**src/rtl/prog_seq_pkg.sv**
```systemverilog
// Shared opcode encodings and FSM state type for the instruction-ROM sequencer.
package prog_seq_pkg;

  localparam logic [1:0] OP_INC = 2'b00;
  localparam logic [1:0] OP_JNO = 2'b01;
  localparam logic [1:0] OP_HLT = 2'b10;
  localparam logic [1:0] OP_RSV = 2'b11;

  typedef enum logic [1:0] {
    ST_IDLE  = 2'd0,
    ST_FETCH = 2'd1,
    ST_EXEC  = 2'd2,
    ST_HALT  = 2'd3
  } state_e;

endpackage

```
**src/rtl/prog_seq_alu.sv**
```systemverilog
// Accumulator incrementer: next value plus carry-out from the top bit.
module prog_seq_alu #(
  parameter int unsigned ACC_W = 4
) (
  input  logic [ACC_W-1:0] acc_in,
  output logic [ACC_W-1:0] acc_out,
  output logic             carry_out
);

  always_comb begin
    {carry_out, acc_out} = {1'b0, acc_in} + (ACC_W+1)'(1);
  end

endmodule

```
**src/rtl/prog_seq_ctrl.sv**
```systemverilog
// Fetch/execute sequencer for the 4 x 2-bit instruction ROM with accumulator,
// overflow flag and saturating retired-instruction counter.
module prog_seq_ctrl
  import prog_seq_pkg::*;
#(
  parameter int unsigned ACC_W      = 4,
  parameter int unsigned CNT_W      = 8,
  parameter logic [1:0]  JNO_TARGET = 2'd0
) (
  input  logic             clk,
  input  logic             rst_n,
  input  logic             start,
  output logic             rom_sel1,
  output logic             rom_sel2,
  input  logic             rom_msb,
  input  logic             rom_lsb,
  output logic [1:0]       pc,
  output logic [ACC_W-1:0] acc,
  output logic             ovf,
  output logic             busy,
  output logic             halted,
  output logic [CNT_W-1:0] retired
);

  state_e             state_q, state_d;
  logic [1:0]         pc_q, pc_d;
  logic [1:0]         ir_q, ir_d;
  logic [ACC_W-1:0]   acc_q, acc_d, acc_inc;
  logic               ovf_q, ovf_d, inc_carry;
  logic [CNT_W-1:0]   ret_q, ret_d;

  prog_seq_alu #(.ACC_W(ACC_W)) u_alu (
    .acc_in    (acc_q),
    .acc_out   (acc_inc),
    .carry_out (inc_carry)
  );

  always_ff @(posedge clk or negedge rst_n) begin
    if (!rst_n) begin
      state_q <= ST_IDLE;
      pc_q    <= '0;
      ir_q    <= '0;
      acc_q   <= '0;
      ovf_q   <= 1'b0;
      ret_q   <= '0;
    end else begin
      state_q <= state_d;
      pc_q    <= pc_d;
      ir_q    <= ir_d;
      acc_q   <= acc_d;
      ovf_q   <= ovf_d;
      ret_q   <= ret_d;
    end
  end

  always_comb begin
    state_d = state_q;
    pc_d    = pc_q;
    ir_d    = ir_q;
    acc_d   = acc_q;
    ovf_d   = ovf_q;
    ret_d   = ret_q;
    case (state_q)
      ST_IDLE, ST_HALT: begin
        if (start) begin
          pc_d    = '0;
          acc_d   = '0;
          ovf_d   = 1'b0;
          ret_d   = '0;
          state_d = ST_FETCH;
        end
      end
      ST_FETCH: begin
        ir_d    = {rom_msb, rom_lsb};
        state_d = ST_EXEC;
      end
      ST_EXEC: begin
        ret_d   = (ret_q == '1) ? ret_q : ret_q + CNT_W'(1);
        state_d = ST_FETCH;
        case (ir_q)
          OP_INC: begin
            acc_d = acc_inc;
            ovf_d = inc_carry;
            pc_d  = pc_q + 2'd1;
          end
          OP_JNO:  pc_d = ovf_q ? pc_q + 2'd1 : JNO_TARGET;
          OP_HLT:  state_d = ST_HALT;
          default: pc_d = pc_q + 2'd1;  // reserved opcode runs as NOP
        endcase
      end
      default: state_d = ST_IDLE;
    endcase
  end

  assign rom_sel1 = pc_q[0];
  assign rom_sel2 = pc_q[1];
  assign pc       = pc_q;
  assign acc      = acc_q;
  assign ovf      = ovf_q;
  assign retired  = ret_q;
  assign busy     = (state_q == ST_FETCH) || (state_q == ST_EXEC);
  assign halted   = (state_q == ST_HALT);

endmodule

```
**config.mk**
```make
export PLATFORM = sky130hd
export DESIGN_NAME = prog_seq_ctrl
export DESIGN_NICKNAME = d
export VERILOG_FILES = /design/src/rtl/prog_seq_pkg.sv /design/src/rtl/prog_seq_alu.sv /design/src/rtl/prog_seq_ctrl.sv
export SDC_FILE = /design/constraint.sdc
export NUM_CORES = 1
export LEC_CHECK = 0
export BUFFER_PORTS_ARGS = -buffer_cell sky130_fd_sc_hd__buf_2
export CAP_MARGIN = 5
export CORE_MARGIN = 8
export CORE_UTILIZATION = 32
export CTS_CLUSTER_SIZE = 20
export DETAILED_ROUTE_END_ITERATION = 8
export GPL_TIMING_DRIVEN = 0
export PLACE_DENSITY = 0.55
export SKIP_CTS_REPAIR_TIMING = 1
export SLEW_MARGIN = 20
export SYNTH_ARGS = -nofsm -noshare
export SYNTH_HDL_FRONTEND = slang
export SYNTH_SLANG_ARGS = --single-unit
```
**constraint.sdc**
```tcl
create_clock -name clk -period 3.25 [get_ports clk]
set_clock_uncertainty 0.05 [all_clocks]
set_input_delay 0.4875 -clock clk [delete_from_list [all_inputs] [get_ports clk]]
set_output_delay 0.4875 -clock clk [all_outputs]
set_load 0.02 [all_outputs]
```
# Word-level counts from Yosys, hierarchy flattened
# Index checks and enable logic that the tools add are counted.
[totals]
register_bits = 19
wordCells = 43
[classes]
n_addsub = 3
eq_ne = 10
n_mux = 16
reduce_logical = 8
[ops]
columns = ["operator", "n"]
rows = [
  ["2-to-1 mux 8 bit", 2],
  ["one-hot mux 8 bit (2 select lines)", 1],
  ["AND reduction 3 bit", 3],
  ["adder 8 x 1 -> 8 bit (second input constant)", 1],
  ["== test 8 bit (second input constant)", 1],
  ["2-to-1 mux 2 bit", 4],
  ["2-to-1 mux 4 bit", 2],
  ["one-hot mux 2 bit (2 select lines)", 2],
  ["one-hot mux 4 bit (2 select lines)", 1],
  ["== test 2 bit (second input constant)", 3],
  ["!= test 2 bit (second input constant)", 3],
  ["one-hot mux 2 bit (3 select lines)", 1],
  ["adder 4 x 1 -> 5 bit (second input constant)", 1],
  ["== test 2 x 1 -> 1 bit (second input constant)", 2],
  ["logical NOT 2 bit", 2],
  ["adder 2 x 1 -> 2 bit (second input constant)", 1],
  ["2-to-1 mux 1 bit", 2],
  ["!= test 2 x 1 -> 1 bit (second input constant)", 1],
  ["one-hot mux 1 bit (2 select lines)", 1],
  ["nonzero test 2 bit", 1],
  ["OR reduction 2 bit", 1],
  ["logical OR 1 bit", 1],
]

# Logic depth before layout (Yosys ltp)
[depth]
ltp_word = 4
depth_mapped = 7
depth_no_buf = 6

# Hierarchy
# A second synthesis with hierarchy kept.
[hier_totals]
hier_cells = 119
area_unflattened_um2 = 1106.1
[modules_own_cells]
columns = ["module", "instances", "cells_per_inst", "area_each_um2", "seq_area_each_um2"]
rows = [
  ["prog_seq_ctrl", 1, 113, 1059.8, 475.5],
  ["prog_seq_alu", 1, 6, 46.3, 0.0],
]

# Least setup slack after synthesis
# OpenSTA, ideal clock, no wires.
[synth_path]
kind = "flip-flop to flip-flop"
start = "reg state_q[0]"
end = "reg acc_q[3] (netlist: acc[3])"
arrival_time_ns = 1.724
required_time_ns = 3.134
slack_ns = 1.410
stages_incl_launch_ff = 8
n_path_buf = 1
cell_sequence = "dfrtp_1 inv_1 ha_1 mux2i_1 buf_4 nor2_2 or4_1 nand2_1"
[synth_via]
elab_chain_cells = 4
elab_cells_between_ends = 9
[synth_lines]
columns = ["element", "line", "text"]
rows = [
  ["start: declaration", "prog_seq_ctrl.sv:25", "state_e state_q, state_d;"],
  ["start signal: assignment", "prog_seq_ctrl.sv:47", "state_q <= state_d;"],
  ["== test 2 bit / logical NOT 2 bit (equally long branches)", "prog_seq_ctrl.sv:63", "case (state_q)"],
  ["OR reduction 2 bit", "prog_seq_ctrl.sv:63", ""],
  ["!= test 2 bit (no source line) / nonzero test 2 bit (equally long branches)", "n/a", ""],
  ["AND reduction 3 bit (no source line)", "n/a", ""],
  ["end signal: assignment", "prog_seq_ctrl.sv:43", "acc_q <= '0;"],
  ["end signal: assignment", "prog_seq_ctrl.sv:50", "acc_q <= acc_d;"],
  ["end: declaration", "prog_seq_ctrl.sv:28", "logic [ACC_W-1:0] acc_q, acc_d, acc_inc;"],
]
# Parallel ways exist; a longest one is shown, timed or not.
# A chain may end at the register's enable or synchronous reset.

# Worst setup path in the final report
# Ends and elaborated chain as after synthesis.

==> results.yml <==
synth:
  ys_warn_count: 0
  yosys.area.top_type: "dfrtp_1"
  synth_area_leaders: "dfrtp_1, ha_1, o21ai_0"
  ys_seq_elements: 19
  synth_area_sq_mm: 0.00107
  synth_edf_count: 0
  async_reset_ff_share_pct: 100
  synth_area_per_cell_sq_um: 9.69
  ys_seq_area_share_pct: 44.6
  yosysTopAreaCellShare_pct: 44.6
  ys_types: 36
  syn_inst: 110
  post-synth-top-count-cell: "dfrtp_1"
  synth-main-ff-cell: "dfrtp_1"
  synth.top_cells.by_count: "dfrtp_1, nand2_1, o21ai_0"
  synth_nets: 120
finish:
  final_util_pct: 38.8
  post_route_cells_drive_above_1_share_pct: 25.5
  n_fill_cell: 369
  antennaDiodeCount: 0
  nets: 148
  area_growth_pct: 18.7
floorplan:
  die_y_microns: 73.7
  placementRows: 21
  die_area_sq_mm: 0.00543
  die_x_microns: 73.7
  io_pins: 24
  initial_core_util_pct: 32.7
  core_sq_mm: 0.00326
timing:
  fin_setup_tns_ns: 0
  hold_viol_final: 0
  finalCriticalPeriod_ns: 2.05
  max_freq_ghz: 0.489
  rsz0062_at_grt: "no"
  worst_slew_pin_slew_ns: 0.454
  finalMaxSlewViolations: 0
  slew_headroom_pct: 69.7
  setup_viol_count_final: 0
  fin_crit_sh_pct: 63.0
detailed_routing:
  dr_wl_met3_microns: 176
  wl_met1_mm: 1.21
  final_antenna_net_count: 0
  wirelength_mm: 2.51
  met2WireLength_mm: 1.07
  num_vias: 927
  drt-pass1-iter-count: 4
  drc: 0
  drt_iter0_drc: 84
  routed_via_density: 5.07
  wire_per_inst_microns: 13.7
  dr.max_layer_used: "met4"
worst_setup_path:
  reg2reg_depth: 7
  critPathRequiredTime_ns: 3.45
  r2r-start: "state_q[0]"
  path_class: "reg -> reg"
  end_kind: "register"
  r2r_end: "acc[3]"
  reg2reg_slack_ns: 1.20
  critPathArrivalTime_ns: 2.25
  path_max_fanout: 10
  crit_path_start_kind: "register"
global_route:
  grt_pass1_vias: 929
  grt_max_degree: 20
  grt_use_total_pct: 10.3
  antenna_found_initial: 0
  grt_first_pass_wirelength_mm: 4.34
  grt.overflow.total: 0
clock_tree:
  cts-root-buf: "clkbuf_4"
  numCtsBuffers: 3
  tritoncts: "built"
  cts.sinks: 19
  clockBufferDepth: 2
  cts_max_level: 1
  path_clk_slew_ns: 0.11
  clock_latency_ns: 0.30
placed_design:
  gp_congestion: 0.756
  dpl.hpwl_mm: 1.85
  port_buffers: 23
power_and_ir_drop:
  leakagePower_uw: 0.000610
  ir_drop_mv: 0.208
  swShare_pct: 43.9
  pwr-share-seq_pct: 37.4
  p_total_uw: 846
  power_frac_clock_pct: 14.7
  p_sw_uw: 372
  p_comb_share_pct: 47.9
  internal-power_uw: 475
  power_per_cell_area_mw_per_mm2: 669
outcome:
  status: "finished clean"
worst_hold_path:
  hp-class: "in -> async"
run:
  cap_violations: 0
[cells in the final DEF, fill, tap and decap left out, types with 2 or more instances in the layout]
master and n:
a21oi_1 3, a22o_1 2, and3_1 2, buf_2 23, buf_4 3, clkbuf_1 2
clkbuf_4 3, dfrtp_1 19, ha_1 5, inv_1 4, mux2_2 3, nand2_1 11
nand2b_1 2, nand3_1 10, nand4_1 2, nor2_1 4, nor3b_1 2, o211ai_1 3
o21ai_0 11, o21ai_1 2, o31ai_1 3, or4_1 2
[flip-flops by register name (all words and copies together), names as in the netlist]
signal / flops
retired: 8
acc: 4
state_q: 2
pc: 2
ir_q: 2
ovf: 1
[kinds of logic (layout without fill, tap and decap cells)]
logic type      after synthesis  in the layout  share of synthesized area, %
simple gates                 43             43                          22.3
compound gates               29             29                          17.4
xor+xnor                      1              1                         0.822
mux                           4              4                          4.11
flops                        19             19                          44.6
buf+inv                       9             36                          4.93
fa+ha+maj                     5              5                          5.87
[metal layers]
layer	track usage, %	vias up
met4	5.32	0
met1	12.9	437
li1	-	464
met2	15.5	21
met3	3.00	5
met5	0	-
[layout make-up]
| cell class | instances | area [sq um] | area share, % |
|---|---|---|---|
| Multi-Input combinational cell | 82 | 538 | 42.5 |
| Clock buffer | 4 | 26.3 | 2.08 |
| Timing Repair Buffer | 23 | 115 | 9.10 |
| Buffer | 5 | 37.5 | 2.97 |
| Tap cell | 46 | 57.6 | 4.55 |
| Inverter | 4 | 15.0 | 1.19 |
| Sequential cell | 19 | 475 | 37.6 |
[worst max-delay path, cell delays in order, from the launching register on]
cell and delay (ns):
dfrtp_1 0.41, inv_1 0.06, ha_1 0.37, mux2i_1 0.27
buf_4 0.22, nor2_2 0.05, or4_1 0.49, nand2_1 0.08
[per-stage QoR]
stage | hold slack [ns] | instances | setup WS (ns) | area [sq um]
floorplan | 0.142 | 110 | 1.41 | 1070
global placement | 0.411 | 179 | 1.26 | 1240
detailed placement | 0.412 | 179 | 1.24 | 1240
CTS | 0.0637 | 183 | 1.20 | 1260
global route | 0.0778 | 183 | 1.05 | 1260
finish | 0.0536 | 183 | 1.20 | 1260
[power by group through the flow]
| stage | clock (uW) | sequential, uW | combinational (uW) |
|---|---|---|---|
| 6_report | 124 | 317 | 405 |
| 5_1_grt | 137 | 327 | 462 |
| 4_1_cts | 132 | 317 | 409 |
| 3_5_place_dp | 0 | 322 | 408 |
| 3_3_place_gp | 0 | 319 | 403 |
| 2_1_floorplan | 0 | 327 | 291 |
[worst max-delay path by stage]
stage,from,depth (start not counted),endpoint
floorplan,state_q[0],7,acc[3]
global placement,state_q[0],7,acc[3]
detailed placement,state_q[0],7,acc[3]
CTS,state_q[0],7,acc[3]
global route,state_q[0],7,acc[3]
finish,state_q[0],7,acc[3]
Note: power is estimated with default switching activity, not from simulation.
